--- src/rtl/axi4_lite_subordinate_if.sv ---
// Shared RV32 types plus the AXI4-Lite bundle used between the
// interconnect and a memory-mapped peripheral responder.
package rv32;
  localparam int XLEN = 32;
  localparam int DEFAULT_AXI_ADDR_WIDTH = 32;
  localparam int DEFAULT_AXI_TIMEOUT = 16;
  typedef logic [XLEN-1:0] word;
endpackage

interface axi4_lite
  import rv32::*;
#(
  parameter int ADDR_WIDTH = DEFAULT_AXI_ADDR_WIDTH
) ();
  logic [ADDR_WIDTH-1:0] araddr;
  logic [2:0]            arprot;
  logic                  arvalid;
  logic                  arready;
  word                   rdata;
  logic [1:0]            rresp;
  logic                  rvalid;
  logic                  rready;
  logic [ADDR_WIDTH-1:0] awaddr;
  logic [2:0]            awprot;
  logic                  awvalid;
  logic                  awready;
  word                   wdata;
  logic [XLEN/8-1:0]     wstrb;
  logic                  wvalid;
  logic                  wready;
  logic [1:0]            bresp;
  logic                  bvalid;
  logic                  bready;

  modport manager (
    output araddr, arprot, arvalid,
    input  arready,
    input  rdata, rresp, rvalid,
    output rready,
    output awaddr, awprot, awvalid,
    input  awready,
    output wdata, wstrb, wvalid,
    input  wready,
    input  bresp, bvalid,
    output bready
  );

  modport subordinate (
    input  araddr, arprot, arvalid,
    output arready,
    output rdata, rresp, rvalid,
    input  rready,
    input  awaddr, awprot, awvalid,
    output awready,
    input  wdata, wstrb, wvalid,
    output wready,
    output bresp, bvalid,
    input  bready
  );
endinterface

--- src/rtl/axi4_lite_subordinate.sv ---
// AXI4-Lite responder: one decoded region, one local access at a
// time with timeout, OKAY/SLVERR/DECERR responses.
module axi4_lite_subordinate
  import rv32::*;
#(
  parameter int                    ADDR_WIDTH  = DEFAULT_AXI_ADDR_WIDTH,
  parameter logic [ADDR_WIDTH-1:0] BASE_ADDR   = '0,
  parameter longint unsigned       REGION_SIZE = 'h1000,
  parameter int                    TIMEOUT     = DEFAULT_AXI_TIMEOUT
) (
  input  logic                  clk,
  input  logic                  rst_n,
  axi4_lite.subordinate         axi_s,
  output logic                  rd_en,
  output logic                  wr_en,
  output logic [ADDR_WIDTH-1:0] addr,
  output word                   wr_data,
  output logic [XLEN/8-1:0]     wr_strobe,
  input  word                   rd_data,
  input  logic                  ready,
  input  logic                  fault
);

  localparam int TW = $clog2(TIMEOUT + 1) + 1;

  localparam logic [2:0] IDLE      = 3'd0;
  localparam logic [2:0] RD_ACCESS = 3'd1;
  localparam logic [2:0] WR_ACCESS = 3'd2;
  localparam logic [2:0] R_RESP    = 3'd3;
  localparam logic [2:0] B_RESP    = 3'd4;

  localparam logic [1:0] OKAY   = 2'd0;
  localparam logic [1:0] SLVERR = 2'd2;
  localparam logic [1:0] DECERR = 2'd3;

  logic [2:0]            state;
  logic                  ar_full;
  logic                  aw_full;
  logic                  w_full;
  logic [ADDR_WIDTH-1:0] ar_addr;
  logic [ADDR_WIDTH-1:0] aw_addr;
  word                   w_data;
  logic [XLEN/8-1:0]     w_strb;
  logic [ADDR_WIDTH-1:0] acc_addr;
  logic [TW-1:0]         timer;
  logic                  last_was_write;
  logic [1:0]            resp;
  word                   rdata_q;
  logic                  pick_rd;
  logic                  pick_wr;
  logic                  timed_out;
  logic                  unused_prot;

  function automatic logic in_range(input logic [ADDR_WIDTH-1:0] a);
    logic [ADDR_WIDTH-1:0] off;
    off = a - BASE_ADDR;
    return (a >= BASE_ADDR) && (64'(off) < REGION_SIZE);
  endfunction

  // Alternate on contention; otherwise take whatever is ready.
  assign pick_wr = aw_full & w_full & (~ar_full | ~last_was_write);
  assign pick_rd = ar_full & ~pick_wr;
  assign timed_out = ~ready & (timer >= TW'(TIMEOUT));
  assign unused_prot = ^{axi_s.arprot, axi_s.awprot};

  always_ff @(posedge clk) begin
    if (!rst_n) begin
      state          <= IDLE;
      ar_full        <= 1'b0;
      aw_full        <= 1'b0;
      w_full         <= 1'b0;
      ar_addr        <= '0;
      aw_addr        <= '0;
      w_data         <= '0;
      w_strb         <= '0;
      acc_addr       <= '0;
      timer          <= '0;
      last_was_write <= 1'b1;
      resp           <= OKAY;
      rdata_q        <= '0;
    end else begin
      if (axi_s.arvalid && !ar_full) begin
        ar_full <= 1'b1;
        ar_addr <= axi_s.araddr;
      end
      if (axi_s.awvalid && !aw_full) begin
        aw_full <= 1'b1;
        aw_addr <= axi_s.awaddr;
      end
      if (axi_s.wvalid && !w_full) begin
        w_full <= 1'b1;
        w_data <= axi_s.wdata;
        w_strb <= axi_s.wstrb;
      end
      case (state)
        IDLE: begin
          timer <= '0;
          if (pick_rd) begin
            last_was_write <= 1'b0;
            acc_addr       <= ar_addr - BASE_ADDR;
            if (in_range(ar_addr)) begin
              state <= RD_ACCESS;
            end else begin
              resp    <= DECERR;
              rdata_q <= '0;
              state   <= R_RESP;
            end
          end else if (pick_wr) begin
            last_was_write <= 1'b1;
            acc_addr       <= aw_addr - BASE_ADDR;
            if (in_range(aw_addr)) begin
              state <= WR_ACCESS;
            end else begin
              resp  <= DECERR;
              state <= B_RESP;
            end
          end
        end
        RD_ACCESS: begin
          timer <= timer + TW'(1);
          if (ready) begin
            rdata_q <= rd_data;
            resp    <= fault ? SLVERR : OKAY;
            state   <= R_RESP;
          end else if (timed_out) begin
            rdata_q <= '0;
            resp    <= SLVERR;
            state   <= R_RESP;
          end
        end
        WR_ACCESS: begin
          timer <= timer + TW'(1);
          if (ready) begin
            resp  <= fault ? SLVERR : OKAY;
            state <= B_RESP;
          end else if (timed_out) begin
            resp  <= SLVERR;
            state <= B_RESP;
          end
        end
        R_RESP: begin
          if (axi_s.rready) begin
            ar_full <= 1'b0;
            state   <= IDLE;
          end
        end
        B_RESP: begin
          if (axi_s.bready) begin
            aw_full <= 1'b0;
            w_full  <= 1'b0;
            state   <= IDLE;
          end
        end
        default: state <= IDLE;
      endcase
    end
  end

  // Everything is forced low while reset is asserted, edge or not.
  assign axi_s.arready = rst_n & ~ar_full;
  assign axi_s.awready = rst_n & ~aw_full;
  assign axi_s.wready  = rst_n & ~w_full;
  assign axi_s.rvalid  = rst_n & (state == R_RESP);
  assign axi_s.bvalid  = rst_n & (state == B_RESP);
  assign axi_s.rdata   = rst_n ? rdata_q : '0;
  assign axi_s.rresp   = rst_n ? resp : OKAY;
  assign axi_s.bresp   = rst_n ? resp : OKAY;

  assign rd_en     = rst_n & (state == RD_ACCESS);
  assign wr_en     = rst_n & (state == WR_ACCESS);
  assign addr      = rst_n ? acc_addr : '0;
  assign wr_data   = rst_n ? w_data : '0;
  assign wr_strobe = rst_n ? w_strb : '0;

endmodule

--- src/flat_wrapper.sv ---
// flat-port wrapper written by rule: the top's interface ports become plain ports
module axi4_lite_subordinate_flat import rv32::*;
#(
  parameter int                    ADDR_WIDTH  = DEFAULT_AXI_ADDR_WIDTH,
  parameter logic [ADDR_WIDTH-1:0] BASE_ADDR   = '0,
  parameter longint unsigned       REGION_SIZE = 'h1000,
  parameter int                    TIMEOUT     = DEFAULT_AXI_TIMEOUT
)
  (clk, rst_n, rd_en, wr_en, addr, wr_data, wr_strobe, rd_data, ready, fault, axi_s_araddr, axi_s_arprot, axi_s_arvalid, axi_s_arready, axi_s_rdata, axi_s_rresp, axi_s_rvalid, axi_s_rready, axi_s_awaddr, axi_s_awprot, axi_s_awvalid, axi_s_awready, axi_s_wdata, axi_s_wstrb, axi_s_wvalid, axi_s_wready, axi_s_bresp, axi_s_bvalid, axi_s_bready);
  axi4_lite #(.ADDR_WIDTH(ADDR_WIDTH)) axi_s_i ();
  input  logic clk;
  input  logic rst_n;
  output logic rd_en;
  output logic wr_en;
  output logic [ADDR_WIDTH-1:0] addr;
  output word wr_data;
  output logic [XLEN/8-1:0] wr_strobe;
  input  word rd_data;
  input  logic ready;
  input  logic fault;
  input wire logic [$bits(axi_s_i.araddr)-1:0] axi_s_araddr;
  input wire logic [$bits(axi_s_i.arprot)-1:0] axi_s_arprot;
  input wire logic [$bits(axi_s_i.arvalid)-1:0] axi_s_arvalid;
  output wire logic [$bits(axi_s_i.arready)-1:0] axi_s_arready;
  output wire logic [$bits(axi_s_i.rdata)-1:0] axi_s_rdata;
  output wire logic [$bits(axi_s_i.rresp)-1:0] axi_s_rresp;
  output wire logic [$bits(axi_s_i.rvalid)-1:0] axi_s_rvalid;
  input wire logic [$bits(axi_s_i.rready)-1:0] axi_s_rready;
  input wire logic [$bits(axi_s_i.awaddr)-1:0] axi_s_awaddr;
  input wire logic [$bits(axi_s_i.awprot)-1:0] axi_s_awprot;
  input wire logic [$bits(axi_s_i.awvalid)-1:0] axi_s_awvalid;
  output wire logic [$bits(axi_s_i.awready)-1:0] axi_s_awready;
  input wire logic [$bits(axi_s_i.wdata)-1:0] axi_s_wdata;
  input wire logic [$bits(axi_s_i.wstrb)-1:0] axi_s_wstrb;
  input wire logic [$bits(axi_s_i.wvalid)-1:0] axi_s_wvalid;
  output wire logic [$bits(axi_s_i.wready)-1:0] axi_s_wready;
  output wire logic [$bits(axi_s_i.bresp)-1:0] axi_s_bresp;
  output wire logic [$bits(axi_s_i.bvalid)-1:0] axi_s_bvalid;
  input wire logic [$bits(axi_s_i.bready)-1:0] axi_s_bready;
  assign axi_s_i.araddr = axi_s_araddr;
  assign axi_s_i.arprot = axi_s_arprot;
  assign axi_s_i.arvalid = axi_s_arvalid;
  assign axi_s_arready = axi_s_i.arready;
  assign axi_s_rdata = axi_s_i.rdata;
  assign axi_s_rresp = axi_s_i.rresp;
  assign axi_s_rvalid = axi_s_i.rvalid;
  assign axi_s_i.rready = axi_s_rready;
  assign axi_s_i.awaddr = axi_s_awaddr;
  assign axi_s_i.awprot = axi_s_awprot;
  assign axi_s_i.awvalid = axi_s_awvalid;
  assign axi_s_awready = axi_s_i.awready;
  assign axi_s_i.wdata = axi_s_wdata;
  assign axi_s_i.wstrb = axi_s_wstrb;
  assign axi_s_i.wvalid = axi_s_wvalid;
  assign axi_s_wready = axi_s_i.wready;
  assign axi_s_bresp = axi_s_i.bresp;
  assign axi_s_bvalid = axi_s_i.bvalid;
  assign axi_s_i.bready = axi_s_bready;
  axi4_lite_subordinate #(.ADDR_WIDTH(ADDR_WIDTH), .BASE_ADDR(BASE_ADDR), .REGION_SIZE(REGION_SIZE), .TIMEOUT(TIMEOUT)) u_core (.clk(clk), .rst_n(rst_n), .axi_s(axi_s_i), .rd_en(rd_en), .wr_en(wr_en), .addr(addr), .wr_data(wr_data), .wr_strobe(wr_strobe), .rd_data(rd_data), .ready(ready), .fault(fault));
endmodule
--- config.mk ---
export PLATFORM = sky130hd
export DESIGN_NAME = axi4_lite_subordinate_flat
export DESIGN_NICKNAME = d
export VERILOG_FILES = /design/src/rtl/axi4_lite_subordinate_if.sv /design/src/rtl/axi4_lite_subordinate.sv /design/src/flat_wrapper.sv
export SDC_FILE = /design/constraint.sdc
export NUM_CORES = 1
export LEC_CHECK = 0
export BUFFER_PORTS_ARGS = -buffer_cell sky130_fd_sc_hd__buf_2
export CELL_PAD_IN_SITES_DETAIL_PLACEMENT = 0
export CELL_PAD_IN_SITES_GLOBAL_PLACEMENT = 1
export CORE_AREA = 2 2 204 126
export CTS_CLUSTER_SIZE = 24
export DETAILED_ROUTE_END_ITERATION = 7
export DIE_AREA = 0 0 206 128
export HOLD_SLACK_MARGIN = 0.08
export PLACE_DENSITY = 0.84
export SYNTH_ARGS = -nofsm -noshare
export SYNTH_HDL_FRONTEND = slang
export SYNTH_SLANG_ARGS = --single-unit
--- constraint.sdc ---
create_clock -name clk -period 1.61 [get_ports clk]
set_input_delay 0.2415 -clock clk [delete_from_list [all_inputs] [get_ports clk]]
set_output_delay 0.2415 -clock clk [all_outputs]
set_load 0.01 [all_outputs]
==> results.json <==
{
  "finalHoldViolCount": 0,
  "top_usage_layer": "met2",
  "max-slew-margin-rel_pct": 65.3,
  "whs_ns": 0.0992,
  "leakagePower_nw": 5.55,
  "place_inst": 1556,
  "drv_cap": 0,
  "syn_nets": 1141,
  "grt_max_degree": 81,
  "cts_buffer_depth": 2,
  "synth-edff-count": 0,
  "status": "finished with violations",
  "synth_area_per_cell_um2": 7.79,
  "hpwlAfterDp_mm": 16.1,
  "clk_pin_slew_ns": 0.07,
  "skew_ns": 0.0116,
  "grt_use_met3_pct": 5.39,
  "yosysUniqueCellTypes": 45,
  "grt_first_pass_wirelength_mm": 38.0,
  "required_ns": 1.37,
  "cts-root-buf": "clkbuf_16",
  "cts-buffers-inserted": 17,
  "first_global_vias": 7555,
  "antenna_found_initial": 1,
  "use_met2_pct": 29.7,
  "core_area_um2": 24700,
  "crit_path_max_fanout": 4,
  "synth_cells": 993,
  "n_fill_cell": 2326,
  "slew_viol_final": 0,
  "wl_per_cell_um": 14.8,
  "viasPerCell": 4.64,
  "drt_iter0_markers": 521,
  "globalRouteOverflowTotal": 0,
  "worst_pin_slew_ns": 0.519,
  "synth_seq_area_share_pct": 46.3,
  "vias": 8059,
  "cts_tree": "yes",
  "yosysMostFrequentCell": "nand2_1",
  "fin_crit_ns": 1.66,
  "synthFlopType": "dfxtp_1",
  "fmax_mhz": 601,
  "antenna_left": 0,
  "grt_usage_pct": 18.3,
  "post-route-period-util_pct": 103,
  "critPathKind": "flip-flop to primary output",
  "netlist_top_cells_count": "nand2_1, dfxtp_1, and2_1, a21boi_0, clkbuf_1",
  "critPathArrivalTime_ns": 1.42,
  "drive_above_1_share_pct": 32.7,
  "startpoint_type": "flip-flop",
  "grt_setup_unrepaired": "true",
  "drc": 0,
  "io_pins": 258,
  "yosysWarnings": 0,
  "failed_checks": "negative setup slack",
  "finalNonFillerCells": 1736,
  "async_flop_share_pct": 0,
  "met1_usage_pct": 24.5,
  "hold_path_class": "input port to flip-flop",
  "final_nets": 1541,
  "clock-sinks": 179,
  "initial_utilization_pct": 31.4,
  "yosys_register_bits": 179,
  "fin_ws_ns": -0.0537,
  "dr.pass1.iters": 5,
  "synth_top_area_share_pct": 46.3,
  "synth_area_leaders": "dfxtp_1, nand2_1, and2_1",
  "end_kind": "primary output",
  "multi_input_area_um2": 3960,
  "clk_latency_ns": 0.43,
  "dieHeight_um": 128,
  "dieArea_um2": 26400,
  "seq_area_um2": 3610,
  "fp.dieW_um": 206,
  "areaGrowthSynthToFinish_pct": 58.3,
  "synth.cell_area_um2": 7740,
  "synth_top_area_cell": "dfxtp_1",
  "setup_viol": 3,
  "row_count": 45,
  "gp_congestion": 0.815,
  "htree_levels": 4,
  "wl_mm": 25.7,
  "peakVddDrop_v": 0.000824,
  "port-buffer-count": 251,
  "p_per_area_nw_per_um2": 1260
}
per-layer routing:
| layer | wire [um] | vias up |
|---|---|---|
| li1 | - | 4036 |
| met1 | 12100 | 3746 |
| met2 | 11600 | 264 |
| met3 | 1920 | 13 |
| met4 | 157 | 0 |
| met5 | 0 | - |
cells in the final DEF (no fill, tap or decap), types with 3 or more instances in the layout:
cell / instances
o21ai_0: 5
nor2_1: 43
nand2b_1: 4
nor4_2: 5
o21ai_2: 35
a21oi_1: 50
and2_1: 71
and3_4: 3
buf_2: 246
nand3_1: 5
a21boi_0: 57
inv_6: 6
buf_4: 47
nor2b_2: 3
dlygate4sd3_1: 130
bufinv_16: 3
clkbuf_16: 24
inv_1: 34
nor4_4: 4
a311oi_2: 9
nand2_1: 337
buf_12: 12
nor2_4: 3
or3_4: 3
nor2_2: 7
dfxtp_4: 4
dfxtp_1: 168
inv_8: 3
a311oi_1: 24
dfxtp_2: 7
buf_6: 14
worst paths after layout:
kind                              startpoint                              end  slack, ns  cells past startpoint
max             u_core.state[1]$_SDFFE_PN0P_                     axi_s_bvalid      -0.05                      4
min                         axi_s_awaddr[28]  u_core.aw_addr[28]$_SDFFE_PN0P_        0.1                      3
max reg2reg  u_core.aw_addr[28]$_SDFFE_PN0P_     u_core.state[1]$_SDFFE_PN0P_          0                      5
min reg2reg    u_core.w_strb[3]$_SDFFE_PN0P_    u_core.w_strb[3]$_SDFFE_PN0P_       0.45                      2
logic make-up (layout without fill, tap and decap cells):
logic type	count (synthesis)	after routing	synth area share, %
AO/OA/AOI/OAI	196	196	18.7
other	0	1	0
adder cells (fa/ha/maj)	1	1	0.162
AND/OR/NAND/NOR	504	504	28.5
XOR/XNOR	1	1	0.113
buffers and inverters	112	525	6.26
flip-flops	179	179	46.3
where the power goes:
part           internal, mW  total, mW  switching, mW
Clock                  2.53       4.54           2.01
Combinational          2.67       5.44           2.77
Sequential             5.05       5.41          0.357
Total                  10.2       15.4           5.14
sequential cells by signal (all words and copies together) (netlist names):
register               flops
u_core.w_full              1
u_core.acc_addr           32
u_core.w_strb              4
u_core.state               3
u_core.ar_addr            32
u_core.rdata_q            32
u_core.resp                2
u_core.timer               6
u_core.aw_addr            32
u_core.ar_full             1
u_core.aw_full             1
u_core.w_data             32
u_core.last_was_write      1
per-stage QoR:
stage	setup WS [ns]	setup TNS [ns]	total power [mW]	cell area, um^2	utilization [%]
6_report	-0.0537	-0.0928	15.4	12300	49.7
3_5_place_dp	-0.0789	-0.254	9.30	9680	39.3
5_1_grt	-0.130	-2.46	16.2	12300	49.7
2_1_floorplan	0.0526	0	7.89	7740	-
3_3_place_gp	-0.0557	-0.791	9.22	9680	39.3
4_1_cts	-0.0793	-0.121	14.4	11800	47.7
critical path, stage by stage (launching register included):
cell and delay, ns:
dfxtp_4 0.37, buf_6 0.13, nor3b_4 0.19, and2_4 0.19, buf_6 0.11
what timing repair did:
action / in CTS / in global routing
buffers inserted: 2 / 6
cloned: 1 / 9
hold buffers: 130 / 0
resized for setup: 28 / 62
setup endpoints to repair: 39 / 62
endpoints found under the hold margin: 130 / 0
pin swaps: 6 / 48
cell type report:
cell class | instances | share of cell area [%]
diodes | 1 | 0.0204
clock buffers | 17 | 3.47
clock inverters | 15 | 1.72
inverters | 35 | 1.07
multi-input cells | 702 | 32.3
flip-flops and latches | 179 | 29.4
well taps | 329 | 3.36
repair buffers | 458 | 28.6
(Power assumes the default switching activity.)
